--- config.mk ---
export PLATFORM = sky130hd
export DESIGN_NAME = rf_wb_scheduler_flat
export DESIGN_NICKNAME = d
export VERILOG_FILES = /design/src/rtl/rf_wb_scheduler_if.sv /design/src/rtl/rf_wb_scheduler.sv /design/src/flat_wrapper.sv
export SDC_FILE = /design/constraint.sdc
export NUM_CORES = 1
export LEC_CHECK = 0
export ABC_AREA = 0
export ABC_CLOCK_PERIOD_IN_PS = 3600
export CAP_MARGIN = 10
export CORE_MARGIN = 2
export CORE_UTILIZATION = 55
export CTS_CLUSTER_SIZE = 10
export DETAILED_ROUTE_END_ITERATION = 8
export DONT_BUFFER_PORTS = 1
export GPL_TIMING_DRIVEN = 0
export MAX_ROUTING_LAYER = met4
export PLACE_DENSITY = 0.73
export SLEW_MARGIN = 20
export SYNTH_ARGS = -nofsm -noshare
export SYNTH_HDL_FRONTEND = slang
export SYNTH_SLANG_ARGS = --single-unit
--- constraint.sdc ---
create_clock -name clk -period 3.6 [get_ports clk]
set_clock_uncertainty 0.15 [all_clocks]
set_input_delay 0.54 -clock clk [delete_from_list [all_inputs] [get_ports clk]]
set_output_delay 0.54 -clock clk [all_outputs]
set_load 0.02 [all_outputs]
--- src/rtl/rf_wb_scheduler_if.sv ---
// Bus bundle for rf_wb_scheduler.
//   wb_*   : three writeback sources (0 = ALU, 1 = load, 2 = mul/div), valid/ready
//   iss_*  : decode-stage issue query and the resulting hazard stall
//   rf_*   : registered write port toward the register file
//   busy_vec : scoreboard state, for debug
// master = execute/decode side driving requests; slave = the scheduler.
interface rf_wb_scheduler_if #(
    parameter int DW = 32,
    parameter int AW = 5
);
    logic [2:0]          wb_valid;
    logic [AW-1:0]       wb_wa0, wb_wa1, wb_wa2;
    logic [DW-1:0]       wb_wd0, wb_wd1, wb_wd2;
    logic [2:0]          wb_ready;
    logic                iss_valid;
    logic [AW-1:0]       iss_ra1, iss_ra2, iss_wa;
    logic                iss_uses_wa;
    logic                iss_stall;
    logic                rf_we;
    logic [AW-1:0]       rf_wa;
    logic [DW-1:0]       rf_wd;
    logic [(1<<AW)-1:0]  busy_vec;

    modport master (
        output wb_valid, wb_wa0, wb_wa1, wb_wa2, wb_wd0, wb_wd1, wb_wd2,
        output iss_valid, iss_ra1, iss_ra2, iss_wa, iss_uses_wa,
        input  wb_ready, iss_stall, rf_we, rf_wa, rf_wd, busy_vec
    );

    modport slave (
        input  wb_valid, wb_wa0, wb_wa1, wb_wa2, wb_wd0, wb_wd1, wb_wd2,
        input  iss_valid, iss_ra1, iss_ra2, iss_wa, iss_uses_wa,
        output wb_ready, iss_stall, rf_we, rf_wa, rf_wd, busy_vec
    );
endinterface

--- src/rtl/rf_wb_scheduler.sv ---
// Write-port scheduler and scoreboard for a 32x32 register file.
// Ports:
//   clk, rst_n : clock, asynchronous active-low reset
//   bus        : rf_wb_scheduler_if.slave (writeback sources, issue query,
//                registered RF write port, busy_vec)
// Arbitration: src0 (ALU) has priority, src1/src2 round-robin between
// themselves; a src1/src2 request that has lost STARVE_MAX cycles to src0
// is forced through. A grant in cycle N becomes an RF write in cycle N+1.
module rf_wb_scheduler #(
    parameter int DW         = 32,
    parameter int AW         = 5,
    parameter int STARVE_MAX = 4
) (
    input  logic             clk,
    input  logic             rst_n,
    rf_wb_scheduler_if.slave bus
);
    localparam int         NREG    = 1 << AW;
    localparam logic [3:0] SMAX    = 4'(STARVE_MAX);
    localparam logic       RR_SRC1 = 1'b0;
    localparam logic       RR_SRC2 = 1'b1;

    logic            rr_ptr;
    logic [3:0]      starve_cnt;
    logic [2:0]      pick12, grant;
    logic            v0, v1, v2, forced;
    logic [AW-1:0]   g_wa;
    logic [DW-1:0]   g_wd;
    logic            rf_we;
    logic [AW-1:0]   rf_wa;
    logic [DW-1:0]   rf_wd;
    logic [NREG-1:0] busy, busy_nxt;
    logic            iss_stall, iss_acc;

    assign v0 = bus.wb_valid[0];
    assign v1 = bus.wb_valid[1];
    assign v2 = bus.wb_valid[2];

    // Grant is gated by rst_n so an asserted reset drops any grant at once.
    always_comb begin
        pick12 = 3'b000;
        if (v1 && v2) pick12 = (rr_ptr == RR_SRC1) ? 3'b010 : 3'b100;
        else if (v1)  pick12 = 3'b010;
        else if (v2)  pick12 = 3'b100;
        forced = (starve_cnt == SMAX) && (v1 || v2);
        if (forced)  grant = pick12;
        else if (v0) grant = 3'b001;
        else         grant = pick12;
        if (!rst_n)  grant = 3'b000;
    end

    always_comb begin
        g_wa = bus.wb_wa0;
        g_wd = bus.wb_wd0;
        if (grant[1]) begin g_wa = bus.wb_wa1; g_wd = bus.wb_wd1; end
        if (grant[2]) begin g_wa = bus.wb_wa2; g_wd = bus.wb_wd2; end
    end

    always_ff @(posedge clk or negedge rst_n) begin
        if (!rst_n) begin
            rr_ptr     <= RR_SRC1;
            starve_cnt <= 4'd0;
        end else begin
            if (grant[1])      rr_ptr <= RR_SRC2;
            else if (grant[2]) rr_ptr <= RR_SRC1;
            if (grant[1] || grant[2] || !(v1 || v2)) starve_cnt <= 4'd0;
            else if (grant[0] && starve_cnt != SMAX) starve_cnt <= starve_cnt + 4'd1;
        end
    end

    // Write stage: r0 writes complete the handshake but never reach the RF.
    always_ff @(posedge clk or negedge rst_n) begin
        if (!rst_n) begin
            rf_we <= 1'b0;
            rf_wa <= '0;
            rf_wd <= '0;
        end else begin
            rf_we <= (|grant) && (g_wa != '0);
            if (|grant) begin
                rf_wa <= g_wa;
                rf_wd <= g_wd;
            end
        end
    end

    // Scoreboard: set after clear so a same-edge reservation survives.
    assign iss_stall = bus.iss_valid & (busy[bus.iss_ra1] | busy[bus.iss_ra2] |
                                        (bus.iss_uses_wa & busy[bus.iss_wa]));
    assign iss_acc   = bus.iss_valid & ~iss_stall & bus.iss_uses_wa & (bus.iss_wa != '0);

    always_comb begin
        busy_nxt = busy;
        if (rf_we)   busy_nxt[rf_wa]      = 1'b0;
        if (iss_acc) busy_nxt[bus.iss_wa] = 1'b1;
        busy_nxt[0] = 1'b0;
    end

    always_ff @(posedge clk or negedge rst_n) begin
        if (!rst_n) busy <= '0;
        else        busy <= busy_nxt;
    end

    assign bus.wb_ready  = grant;
    assign bus.iss_stall = iss_stall;
    assign bus.rf_we     = rf_we;
    assign bus.rf_wa     = rf_wa;
    assign bus.rf_wd     = rf_wd;
    assign bus.busy_vec  = busy;
endmodule

--- src/flat_wrapper.sv ---
// flat-port wrapper written by rule: the top's interface ports become plain ports
module rf_wb_scheduler_flat 
#(
    parameter int DW         = 32,
    parameter int AW         = 5,
    parameter int STARVE_MAX = 4
)
  (clk, rst_n, bus_wb_valid, bus_wb_wa0, bus_wb_wa1, bus_wb_wa2, bus_wb_wd0, bus_wb_wd1, bus_wb_wd2, bus_iss_valid, bus_iss_ra1, bus_iss_ra2, bus_iss_wa, bus_iss_uses_wa, bus_wb_ready, bus_iss_stall, bus_rf_we, bus_rf_wa, bus_rf_wd, bus_busy_vec);
  rf_wb_scheduler_if #(.DW(DW), .AW(AW)) bus_i ();
  input  logic clk;
  input  logic rst_n;
  input wire logic [$bits(bus_i.wb_valid)-1:0] bus_wb_valid;
  input wire logic [$bits(bus_i.wb_wa0)-1:0] bus_wb_wa0;
  input wire logic [$bits(bus_i.wb_wa1)-1:0] bus_wb_wa1;
  input wire logic [$bits(bus_i.wb_wa2)-1:0] bus_wb_wa2;
  input wire logic [$bits(bus_i.wb_wd0)-1:0] bus_wb_wd0;
  input wire logic [$bits(bus_i.wb_wd1)-1:0] bus_wb_wd1;
  input wire logic [$bits(bus_i.wb_wd2)-1:0] bus_wb_wd2;
  input wire logic [$bits(bus_i.iss_valid)-1:0] bus_iss_valid;
  input wire logic [$bits(bus_i.iss_ra1)-1:0] bus_iss_ra1;
  input wire logic [$bits(bus_i.iss_ra2)-1:0] bus_iss_ra2;
  input wire logic [$bits(bus_i.iss_wa)-1:0] bus_iss_wa;
  input wire logic [$bits(bus_i.iss_uses_wa)-1:0] bus_iss_uses_wa;
  output wire logic [$bits(bus_i.wb_ready)-1:0] bus_wb_ready;
  output wire logic [$bits(bus_i.iss_stall)-1:0] bus_iss_stall;
  output wire logic [$bits(bus_i.rf_we)-1:0] bus_rf_we;
  output wire logic [$bits(bus_i.rf_wa)-1:0] bus_rf_wa;
  output wire logic [$bits(bus_i.rf_wd)-1:0] bus_rf_wd;
  output wire logic [$bits(bus_i.busy_vec)-1:0] bus_busy_vec;
  assign bus_i.wb_valid = bus_wb_valid;
  assign bus_i.wb_wa0 = bus_wb_wa0;
  assign bus_i.wb_wa1 = bus_wb_wa1;
  assign bus_i.wb_wa2 = bus_wb_wa2;
  assign bus_i.wb_wd0 = bus_wb_wd0;
  assign bus_i.wb_wd1 = bus_wb_wd1;
  assign bus_i.wb_wd2 = bus_wb_wd2;
  assign bus_i.iss_valid = bus_iss_valid;
  assign bus_i.iss_ra1 = bus_iss_ra1;
  assign bus_i.iss_ra2 = bus_iss_ra2;
  assign bus_i.iss_wa = bus_iss_wa;
  assign bus_i.iss_uses_wa = bus_iss_uses_wa;
  assign bus_wb_ready = bus_i.wb_ready;
  assign bus_iss_stall = bus_i.iss_stall;
  assign bus_rf_we = bus_i.rf_we;
  assign bus_rf_wa = bus_i.rf_wa;
  assign bus_rf_wd = bus_i.rf_wd;
  assign bus_busy_vec = bus_i.busy_vec;
  rf_wb_scheduler #(.DW(DW), .AW(AW), .STARVE_MAX(STARVE_MAX)) u_core (.clk(clk), .rst_n(rst_n), .bus(bus_i));
endmodule
=== After elaboration in Yosys (flattened, before gate mapping) ===
Index checks and enable logic that the tools add are counted.

* Register bits after elaboration: 74
* Input bits: 133
* Output and inout port bits: 74
* Logic and storage cells: 68

* Add/subtract/negate cells: 1
* Magnitude comparators: 6
* Eq/ne operators: 2
* Mux-type cells: 27
* Bitwise gates (word level): 11
* Reductions and logical operators: 15

{| class="wikitable"
|+ Operators with widths
! cell !! count
|-
| $mux W32 || 4
|-
| $and A32 B32 Y32 || 1
|-
| $not A32 Y32 || 1
|-
| $or A32 B32 Y32 || 1
|-
| $lt A5 B6 Y1 const B || 4
|-
| $mux W3 || 7
|-
| $bmux W1 S5 || 3
|-
| $demux W1 S5 || 2
|-
| $ge A5 B1 Y1 const B || 2
|-
| $mux W5 || 2
|-
| $reduce_bool A5 Y1 || 2
|-
| $mux W4 || 2
|-
| $mux W1 || 7
|-
| $logic_and A1 B1 Y1 || 6
|-
| $and A1 B1 Y1 || 5
|-
| $add A4 B1 Y4 const B || 1
|-
| $eq A4 B3 Y1 const B || 1
|-
| $ne A4 B3 Y1 const B || 1
|-
| $reduce_bool A2 Y1 || 2
|-
| $logic_or A1 B1 Y1 || 3
|-
| $reduce_or A3 Y1 || 1
|-
| $or A1 B1 Y1 || 2
|-
| $logic_not A1 Y1 || 1
|-
| $not A1 Y1 || 1
|}

=== Logic depth before layout (Yosys ltp) ===
Gate-level depths: netlist (run 1).

* Word-level depth: 10
* Depth in mapped cells: 11

=== Worst setup path before layout (run 1) ===
OpenSTA, ideal clock, no wires.

* Path type: input -> output
* From: in bus_iss_ra1[2]
* To: out bus_iss_stall
* Arrival: 2.431 ns
* Data required time: 2.910 ns
* Path slack: 0.479 ns
* Stages: 8
* Cells stage by stage: buf_6 mux4_1 mux4_2 nand2b_4 o211ai_2 nand4_4 buf_6 o21a_1

* Cells in the longest elaborated chain, start to end: 5

{| class="wikitable"
|+ RTL lines
! what !! RTL line !! source
|-
| from (decl) || flat_wrapper.sv:20 || <nowiki>input wire logic [$bits(bus_i.iss_ra1)-1:0] bus_iss_ra1;</nowiki>
|-
| $bmux W1 S5 || rf_wb_scheduler.sv:87 || <nowiki>assign iss_stall = bus.iss_valid & (busy[bus.iss_ra1] | busy[bus.iss_ra2] |</nowiki>
|-
| $mux W1 (implied by the code) || rf_wb_scheduler.sv:87 ||
|-
| $or A1 B1 Y1 (2 in series) || rf_wb_scheduler.sv:87 ||
|-
| $and A1 B1 Y1 || rf_wb_scheduler.sv:87 ||
|-
| to (decl) || flat_wrapper.sv:25 || <nowiki>output wire logic [$bits(bus_i.iss_stall)-1:0] bus_iss_stall;</nowiki>
|}

Every way passes these cells. The select of a mux whose other input is x is not followed.

=== Worst setup path in the final report (run 1) ===
* From: reg u_core.busy[18] (netlist: u_core.bus.busy_vec[18])
* To: out bus_iss_stall

* Cells in the longest elaborated chain, start to end: 5

{| class="wikitable"
|+ RTL lines
! what !! RTL line !! source
|-
| from (decl) || rf_wb_scheduler.sv:32 || <nowiki>logic [NREG-1:0] busy, busy_nxt;</nowiki>
|-
| from (signal assigned) || rf_wb_scheduler.sv:100 || <nowiki>else busy <= busy_nxt;</nowiki>
|-
| $bmux W1 S5 (on tied branches) || rf_wb_scheduler.sv:87, rf_wb_scheduler.sv:88 ||
|-
| $mux W1 (on tied branches) || rf_wb_scheduler.sv:87, rf_wb_scheduler.sv:88 ||
|-
| $or A1 B1 Y1 / $and A1 B1 Y1 (equally long branches) || rf_wb_scheduler.sv:87, rf_wb_scheduler.sv:88 ||
|-
| $or A1 B1 Y1 * || rf_wb_scheduler.sv:87 ||
|-
| $and A1 B1 Y1 * || rf_wb_scheduler.sv:87 ||
|}

Mark *: on every way between the ends. The rest lies on a longest branch, timed or not. The select of a mux whose other input is x is not followed.

==> flow_metrics.py, run 1 <==
metrics = {
    "worst_setup_path": {
        "worstPathArrival_ns": 2.85,
        "crit_path_top_delay_cell": "mux4_1",
        "reg2regPathDepth": 10,
        "worst_setup_path_end_kind": "primary output",
        "worstReg2RegStart": "u_core.starve_cnt[0]",
        "crit_start": "u_core.bus.busy_vec[18]",
        "critPathBufInv": 1,
        "crit_required_ns": 2.91,
        "cp_top_family": "multiplexers",
        "critPathKind": "flop to primary output",
        "start_kind": "flop",
        "slowest_delay_ns": 0.59,
        "path_depth": 7,
        "critPathMaxFanout": 10,
        "crit_chain": "mux4_1 -> mux4_2 -> nand2b_4 -> o211ai_2 -> nand4_4 -> buf_6 -> o21a_1",
    },
    "sta": {
        "slew_violations": 0,
        "rsz0062_at_grt": "false",
        "max_freq_mhz": 282.4,
        "slew_headroom_pct": 42.63,
        "fin_tns_setup_ns": 0,
        "layout_worst_path_cycle_share_pct": 98.37,
        "fin_crit_ns": 3.541,
        "setup_viol": 0,
        "finalHoldViolations": 0,
        "worst_pin_slew_ns": 0.8539,
    },
    "detailed_routing": {
        "post-route-drc-count": 0,
        "wire_per_inst_um": 23.44,
        "vias": 4274,
        "first_pass_iters": 5,
        "vias_per_cell": 6.817,
        "drt_iter0_markers": 306,
        "ant_nets": 0,
        "routed_wl_mm": 14.70,
    },
    "clock_network": {
        "clk_latency_ns": 0.35,
        "cts.sinks": 74,
        "cts_buffer_depth": 2,
        "htreeDepth": 3,
        "post_cts_buffers": 0,
        "cts_root_buffer": "clkbuf_8",
        "numCtsBuffers": 9,
        "path_clk_slew_ns": 0.08,
        "cts_tree": "yes",
    },
    "finish": {
        "nets": 649,
        "fillCellCount": 748,
        "antenna_cells": 0,
        "multi_input_area_um2": 2684,
        "syn2layout_area_growth_pct": 8.292,
        "drive_gt1_share_pct": 12.14,
        "seq_area_um2": 1858,
    },
    "logic_synthesis": {
        "yosysMostFrequentCell": "dfrtp_1",
        "ys_seq_area_share_pct": 38.71,
        "synth_nets": 636,
        "syn_area_um2": 4783,
        "synthArstFlopShare_pct": 100.0,
        "synth-seq-cells": 74,
        "syn-instance-count": 501,
        "synth.distinct_cells": 54,
        "synth-edff-count": 0,
        "synthTopCellsByArea": "dfrtp_1, mux2i_1, o21ai_0",
        "avgSynthCellArea_um2": 9.548,
        "synthFlopType": "dfrtp_1",
        "synth_area_leader_cell": "dfrtp_1",
        "synth_common_cells": "dfrtp_1, o21ai_0, mux2i_1",
        "synth_top_area_share_pct": 38.71,
        "ys_warn_count": 0,
    },
    "hold_path": {
        "hold_path_class": "input pin to flop",
        "hold_path_depth": 2,
        "hold_start": "bus_wb_wd2[21]",
    },
    "grt": {
        "grt_max_degree": 75,
        "antenna_found_initial": 0,
        "grt_pass1_wl_mm": 23.68,
        "grt_use_total_pct": 32.48,
        "gr-total-overflow": 0,
        "grt_pass1_vias": 4401,
    },
    "floorplanning": {
        "row_count": 34,
        "die_h_um": 97.26,
        "die-area_um2": 9459,
        "start_util_pct": 55.66,
        "io_pins": 207,
        "core_um2": 8593,
        "die_x_um": 97.26,
    },
    "power_and_ir_drop": {
        "combPwrFrac_pct": 28.1,
        "vdd_drop_max_v": 0.0002585,
        "p_total_uw": 3523,
        "total_leakage_power_uw": 0.002258,
        "p_per_area_nw_per_um2": 680.1,
        "p_clk_share_pct": 20.7,
        "power.internal_uw": 1957,
        "p_seq_share_pct": 51.3,
        "power.net_switching_uw": 1566,
        "p_sw_share_pct": 44.46,
    },
    "flow_run": {
        "max_cap_viol_count": 0,
    },
    "placed_design": {
        "dp_hpwl_mm": 11.03,
        "numPortBuffers": 0,
        "gp_congestion": 0.9316,
    },
    "outcome": {
        "status": "finished, final reports clean",
    },
}
## timing repair
item                                    in CTS  in global routing
hold endpoints to repair                    74                  0
resized for setup                            0                  6
endpoints found under the setup margin       0                  3
hold buffers                                 2                  0
## state kept, by name (all words and copies together), names as in the netlist
| signal | count |
|---|---|
| u_core.bus.rf_wd | 32 |
| u_core.bus.rf_we | 1 |
| u_core.bus.rf_wa | 5 |
| u_core.bus.busy_vec | 31 |
| u_core.starve_cnt | 4 |
| u_core.rr_ptr | 1 |
## cells in the final DEF, fill, tap and decap left out, types with 6 or more instances in the layout
cell,n
nand2_1,49
nand2b_1,6
a21oi_1,38
o41ai_1,29
o21ai_0,69
mux4_1,6
dfrtp_1,69
nand3_1,7
mux2i_1,53
mux4_2,10
inv_1,8
buf_4,7
clkbuf_8,9
clkbuf_1,20
nor2_1,44
nand3b_1,9
## cells by family (layout without fill, tap and decap cells)
logic type | count (synthesis) | in the layout | synth area share, %
AOI/OAI and AO/OA | 157 | 157 | 20.40
and+or+nand+nor | 142 | 142 | 14.52
DFF | 74 | 74 | 38.71
muxes | 73 | 73 | 20.04
buffers and inverters | 49 | 67 | 5.179
xor gates and xnor gates | 3 | 3 | 0.5494
adders and majority gates | 2 | 2 | 0.5231
other | 1 | 1 | 0.07840
## power groups by stage
stage / sequential [uW] / clock, uW / combinational [uW]
after CTS: 1780 / 733 / 980
after global routing: 1840 / 771 / 1090
after detailed placement: 1800 / 0 / 957
after global placement: 1790 / 0 / 923
final: 1810 / 728 / 989
after floorplan: 1610 / 0 / 778
## path summary, 6_finish.rpt
kind / endpoint / slack [ns]
max: bus_iss_stall / 0.06
min: u_core.bus.rf_wd[21] / 0.23
max reg2reg: u_core.bus.rf_wd[8] / 0.46
min reg2reg: u_core.rr_ptr / 0.37
max in group asynchronous: u_core.bus.busy_vec[7] / 2.34
min in group asynchronous: u_core.bus.busy_vec[24] / 0.58
## routing by layer
metal | wire length, um | vias to the layer above | GRT usage [%]
met3 | 1167 | 46 | 6.691
met5 | 0 | - | -
met4 | 505 | 0 | 13.25
met2 | 7366 | 240 | 53.69
met1 | 5658 | 2089 | 39.21
li1 | - | 1899 | -
## layout make-up
type                            instances  share of cell area, %
Timing Repair Buffer                    2                 0.7246
Inverter                                9                 0.6522
Tap cell                              108                  2.609
Clock inverter                          6                  1.739
Multi-Input combinational cell        378                  51.81
Sequential cell                        74                  35.87
Clock buffer                           10                  2.464
Buffer                                 40                  4.130
## metrics by stage
stage | cell area, um2 | std cells | setup WS [ns] | util, % | hold slack (ns)
after floorplan | 4783 | 501 | 0.4785 | - | 0.09441
after global placement | 4918 | 609 | 0.2483 | 57.24 | 0.09630
after detailed placement | 4918 | 609 | 0.2287 | 57.24 | 0.09599
after CTS | 5174 | 627 | 0.02069 | 60.21 | 0.2306
after global routing | 5180 | 627 | 0.0001457 | 60.28 | 0.2267
final | 5180 | 627 | 0.05881 | 60.28 | 0.2338
(Power assumes the default switching activity.)
==> run 2, diff against run 1 <==
--- a/config.mk
+++ b/config.mk
@@ -13,7 +13,6 @@
 export CTS_CLUSTER_SIZE = 10
 export DETAILED_ROUTE_END_ITERATION = 8
 export DONT_BUFFER_PORTS = 1
-export GPL_TIMING_DRIVEN = 0
 export MAX_ROUTING_LAYER = met4
 export PLACE_DENSITY = 0.73
 export SLEW_MARGIN = 20
==> flow_metrics.py, run 2 (synthesized netlist as in run 1, its figures left out) <==
metrics = {
    "floorplanning": {
        "row_count": 34,
        "start_util_pct": 55.66,
        "io_pins": 207,
        "die-area_um2": 9459,
        "core_um2": 8593,
        "die_x_um": 97.26,
        "die_h_um": 97.26,
    },
    "detailed_routing": {
        "first_pass_iters": 7,
        "ant_nets": 0,
        "routed_wl_mm": 13.75,
        "post-route-drc-count": 0,
        "vias_per_cell": 6.786,
        "wire_per_inst_um": 23.18,
        "drt_iter0_markers": 279,
        "vias": 4024,
    },
    "finish": {
        "regMostFlops": "u_core.bus.rf_wd",
        "final_cell_mix": "dfrtp_1, o21ai_0, mux2i_1",
        "fillCellCount": 753,
        "drive_gt1_share_pct": 9.691,
        "antenna_cells": 0,
        "syn2layout_area_growth_pct": 5.441,
        "nets": 616,
        "fin_util_pct": 58.69,
        "layout_commonest_cell": "dfrtp_1",
        "largest_register_ffs": 32,
    },
    "clock_network": {
        "clk_latency_ns": 0.35,
        "post_cts_buffers": 0,
        "cts_tree": "yes",
        "htreeDepth": 3,
        "cts_buffer_depth": 2,
        "numCtsBuffers": 9,
        "path_clk_slew_ns": 0.08,
        "cts_root_buffer": "clkbuf_8",
        "cts.sinks": 74,
    },
    "grt": {
        "antenna_found_initial": 0,
        "grt_pass1_vias": 4160,
        "grt_pass1_wl_mm": 21.73,
        "grt_use_total_pct": 29.61,
        "gr-total-overflow": 0,
        "grt_max_degree": 75,
    },
    "placed_design": {
        "dp_hpwl_mm": 10.05,
        "place_ws_ns": 0.6918,
        "gp_congestion": 0.9459,
        "numPortBuffers": 0,
    },
    "worst_setup_path": {
        "critPathBufInv": 0,
        "crit_required_ns": 2.91,
        "crit_path_top_delay_cell": "mux4_1",
        "reg2reg_slack_ns": 0.72,
        "path_depth": 6,
        "critPathKind": "flop to primary output",
        "crit_start": "u_core.bus.busy_vec[7]",
        "endpoint": "bus_iss_stall",
        "worstPathArrival_ns": 2.56,
        "cp_top_family": "multiplexers",
        "critPathMaxFanout": 5,
        "worst_setup_path_end_kind": "primary output",
        "slowest_delay_ns": 0.56,
        "worstReg2RegStart": "u_core.bus.busy_vec[7]",
        "reg2regPathDepth": 7,
        "start_kind": "flop",
        "crit_chain": "mux4_1 -> mux4_2 -> nand2b_4 -> o211ai_2 -> nand4_4 -> o21a_1",
        "reg2reg_to": "u_core.bus.busy_vec[19]",
    },
    "sta": {
        "slew_violations": 0,
        "worst_pin_slew_ns": 0.8472,
        "holdWs_ns": 0.2316,
        "setup_slack_ns": 0.3498,
        "fin_tns_setup_ns": 0,
        "setup_viol": 0,
        "rsz0062_at_grt": "false",
        "layout_worst_path_cycle_share_pct": 90.28,
        "fin_crit_ns": 3.250,
        "max_freq_mhz": 307.7,
        "slew_headroom_pct": 43.08,
        "finalHoldViolations": 0,
    },
    "outcome": {
        "status": "finished, final reports clean",
    },
    "power_and_ir_drop": {
        "p_per_area_nw_per_um2": 681.3,
        "total_leakage_power_uw": 0.002199,
        "vdd_drop_max_v": 0.0002533,
    },
    "hold_path": {
        "hold_path_class": "input pin to flop",
    },
    "flow_run": {
        "max_cap_viol_count": 0,
    },
}
run 2: cell types whose count changed in the layout (fill, tap and decap cells not counted), sizes merged:
cell / previous run / this run
inv: 10 / 9
buf: 21 / 8
clkinv: 2 / 0
clkbuf: 30 / 13
clkinvlp: 1 / 0
run 2: worst min path at each step:
stage,cells after the start,endpoint,slack [ns],startpoint
floorplan,0,u_core.bus.busy_vec[10],0.09,rst_n
global placement,0,u_core.bus.busy_vec[19],0.1,rst_n
detailed placement,0,u_core.bus.busy_vec[19],0.1,rst_n
CTS,2,u_core.bus.rf_wd[9],0.23,bus_wb_wd2[9]
global route,2,u_core.bus.rf_wd[0],0.24,bus_wb_wd2[0]
finish,2,u_core.bus.rf_wd[8],0.23,bus_wb_wd2[8]
run 2: final cells by class:
type / instances / area, um2 / area share (%)
multi-input combinational: 378 / 2689 / 53.31
inverter: 9 / 33.78 / 0.6698
sequential: 74 / 1852 / 36.72
clock buffer: 13 / 158.9 / 3.151
clock inverter: 2 / 60.06 / 1.191
tap: 108 / 135.1 / 2.679
timing repair buffer: 9 / 115.1 / 2.282
run 2: stage by stage:
step	area, um2	instances	power, uW
4_1_cts	5044	593	3423
5_1_grt	5044	593	3595
3_3_place_gp	4787	576	2636
2_1_floorplan	4783	501	2390
6_report	5044	593	3436
3_5_place_dp	4787	576	2669
run 2: per-layer routing:
layer	share of wire (%)	track usage, %	up-vias
met5	0	-	-
met4	1.7	11.43	0
met3	8.0	4.892	21
met2	51	49.63	229
met1	39	36.21	1947
li1	-	-	1827
run 2: what timing repair did:
action / in CTS / in global routing
gates resized for setup: 0 / 0
endpoints found under the hold margin: 74 / 0
hold buffers: 2 / 0
setup endpoints to repair: 0 / 0
run 2: where the power goes:
part | switching (uW) | leakage (uW) | internal [uW]
clock network | 308 | 0.000110 | 426
registers | 710 | 0.000875 | 1080
logic | 458 | 0.00121 | 456
==> run 3, diff against run 2 <==
--- a/config.mk
+++ b/config.mk
@@ -15,6 +15,7 @@
 export DONT_BUFFER_PORTS = 1
 export MAX_ROUTING_LAYER = met4
 export PLACE_DENSITY = 0.73
+export SETUP_SLACK_MARGIN = 0.4
 export SLEW_MARGIN = 20
 export SYNTH_ARGS = -nofsm -noshare
 export SYNTH_HDL_FRONTEND = slang
==> flow_metrics.py, run 3 (synthesized netlist as in run 1, its figures left out) <==
metrics = {
    "placed_design": {
        "numPortBuffers": 0,
        "gp_congestion": 0.9459,
        "dp_hpwl_mm": 10.05,
        "dp_cells": 576,
        "place_area_um2": 4787,
    },
    "worst_setup_path": {
        "worstPathArrival_ns": 2.43,
        "worst_setup_path_end_kind": "primary output",
        "critPathMaxFanout": 5,
        "critPathKind": "flop to primary output",
        "crit_required_ns": 2.91,
        "start_kind": "flop",
    },
    "clock_network": {
        "numCtsBuffers": 9,
        "cts.sinks": 74,
        "cts_tree": "yes",
        "cts_buffer_depth": 2,
        "path_clk_slew_ns": 0.08,
        "cts_root_buffer": "clkbuf_8",
        "htreeDepth": 3,
        "clk_latency_ns": 0.35,
    },
    "sta": {
        "slew_headroom_pct": 43.08,
        "finalHoldViolations": 0,
        "worst_pin_slew_ns": 0.8472,
        "max_freq_mhz": 320.5,
        "slew_violations": 0,
        "layout_worst_path_cycle_share_pct": 86.67,
        "setup_viol": 0,
        "fin_crit_ns": 3.120,
        "fin_tns_setup_ns": 0,
        "rsz0062_at_grt": "false",
    },
    "detailed_routing": {
        "vias": 4070,
        "routed_wl_mm": 13.76,
        "drt_iter0_markers": 270,
        "wire_per_inst_um": 23.20,
        "first_pass_iters": 5,
        "post-route-drc-count": 0,
        "vias_per_cell": 6.863,
        "ant_nets": 0,
    },
    "grt": {
        "grt_pass1_vias": 4142,
        "grt_pass1_wl_mm": 21.75,
        "gr-total-overflow": 0,
        "grt_max_degree": 75,
        "grt_use_total_pct": 29.64,
        "antenna_found_initial": 0,
    },
    "outcome": {
        "status": "finished, final reports clean",
    },
    "finish": {
        "layout_commonest_cell": "o21ai_0",
        "regMostFlops": "u_core.bus.rf_wd",
        "fin_cells": 593,
        "syn2layout_area_growth_pct": 5.781,
        "drive_gt1_share_pct": 13.81,
        "nets": 616,
        "finalInstanceArea_um2": 5060,
        "final_cell_mix": "o21ai_0, dfrtp_1, mux2i_1",
        "largest_register_ffs": 32,
        "antenna_cells": 0,
    },
    "power_and_ir_drop": {
        "p_total_uw": 3459,
        "power.internal_uw": 1982,
        "p_clk_share_pct": 21.1,
        "p_seq_share_pct": 52.4,
        "p_per_area_nw_per_um2": 683.6,
        "p_sw_share_pct": 42.70,
        "power.net_switching_uw": 1477,
        "total_leakage_power_uw": 0.002179,
        "combPwrFrac_pct": 26.5,
        "vdd_drop_max_v": 0.0002542,
    },
    "hold_path": {
        "hold_path_class": "input pin to flop",
    },
    "floorplanning": {
        "die_h_um": 97.26,
        "die_x_um": 97.26,
        "row_count": 34,
        "core_um2": 8593,
        "io_pins": 207,
        "die-area_um2": 9459,
        "start_util_pct": 55.66,
    },
    "flow_run": {
        "max_cap_viol_count": 0,
    },
}
## run 3: cell types whose count changed in the layout (fill, tap and decap cells not counted)
cell and change:
dfrtp_2 +16, o21a_1 -1, o21a_4 +1, dfrtp_1 -16, mux4_2 +3, mux4_1 -3
## run 3: power groups by stage
| stage | Sequential [uW] | Combinational [uW] | Clock (uW) |
|---|---|---|---|
| after detailed placement | 1790 | 880 | 0 |
| after floorplan | 1610 | 778 | 0 |
| after CTS | 1790 | 910 | 739 |
| final | 1810 | 916 | 731 |
| after global routing | 1840 | 1010 | 768 |
| after global placement | 1780 | 858 | 0 |
## run 3: cell type report
class / count / area [um2]
Clock buffer: 13 / 158.9
Sequential cell: 74 / 1872
Inverter: 9 / 33.78
Multi-Input combinational cell: 378 / 2685
Fill cell: 746 / 3533
Timing Repair Buffer: 9 / 115.1
Tap cell: 108 / 135.1
Clock inverter: 2 / 60.06
## run 3: through the flow
stage / worst slack (ns) / hold slack (ns) / util, %
global route: 0.4010 / 0.2391 / 58.88
global placement: 0.6829 / 0.09596 / 55.71
finish: 0.4800 / 0.2294 / 58.88
CTS: 0.4041 / 0.2292 / 58.90
detailed placement: 0.6918 / 0.09583 / 55.71
floorplan: 0.4785 / 0.09441 / -
## run 3: what timing repair did
item | in CTS | in global routing
endpoints found under the hold margin | 74 | 0
gates resized for setup | 14 | 7
pin swaps | 0 | 2
endpoints found under the setup margin | 1 | 1
hold buffers | 2 | 0
buffers inserted | 0 | 0
## run 3: worst max-delay path: stages (launching register included)
cell	delay, ns
dfrtp_2	0.49
mux4_2	0.49
mux4_2	0.47
nand2b_4	0.15
o211ai_2	0.09
nand4_4	0.13
o21a_4	0.25
## run 3: final timing paths
check,from,end,slack [ns],cells past startpoint
worst max-delay path,u_core.bus.busy_vec[31],bus_iss_stall,0.48,6
worst min-delay path,bus_wb_wd2[8],u_core.bus.rf_wd[8],0.23,2
worst max register to register,u_core.bus.busy_vec[31],u_core.bus.busy_vec[19],0.84,7
worst min register to register,u_core.rr_ptr,u_core.rr_ptr,0.39,2
max in group asynchronous,rst_n,u_core.bus.busy_vec[31],2.34,2
min in group asynchronous,rst_n,u_core.bus.busy_vec[10],0.59,2
## run 3: routing by layer
metal	vias up	share of wire (%)	GRT usage (%)
li1	1828	-	-
met2	245	51	49.79
met4	0	2.0	11.00
met1	1972	38	36.44
met3	25	8.3	4.748
met5	-	0	-
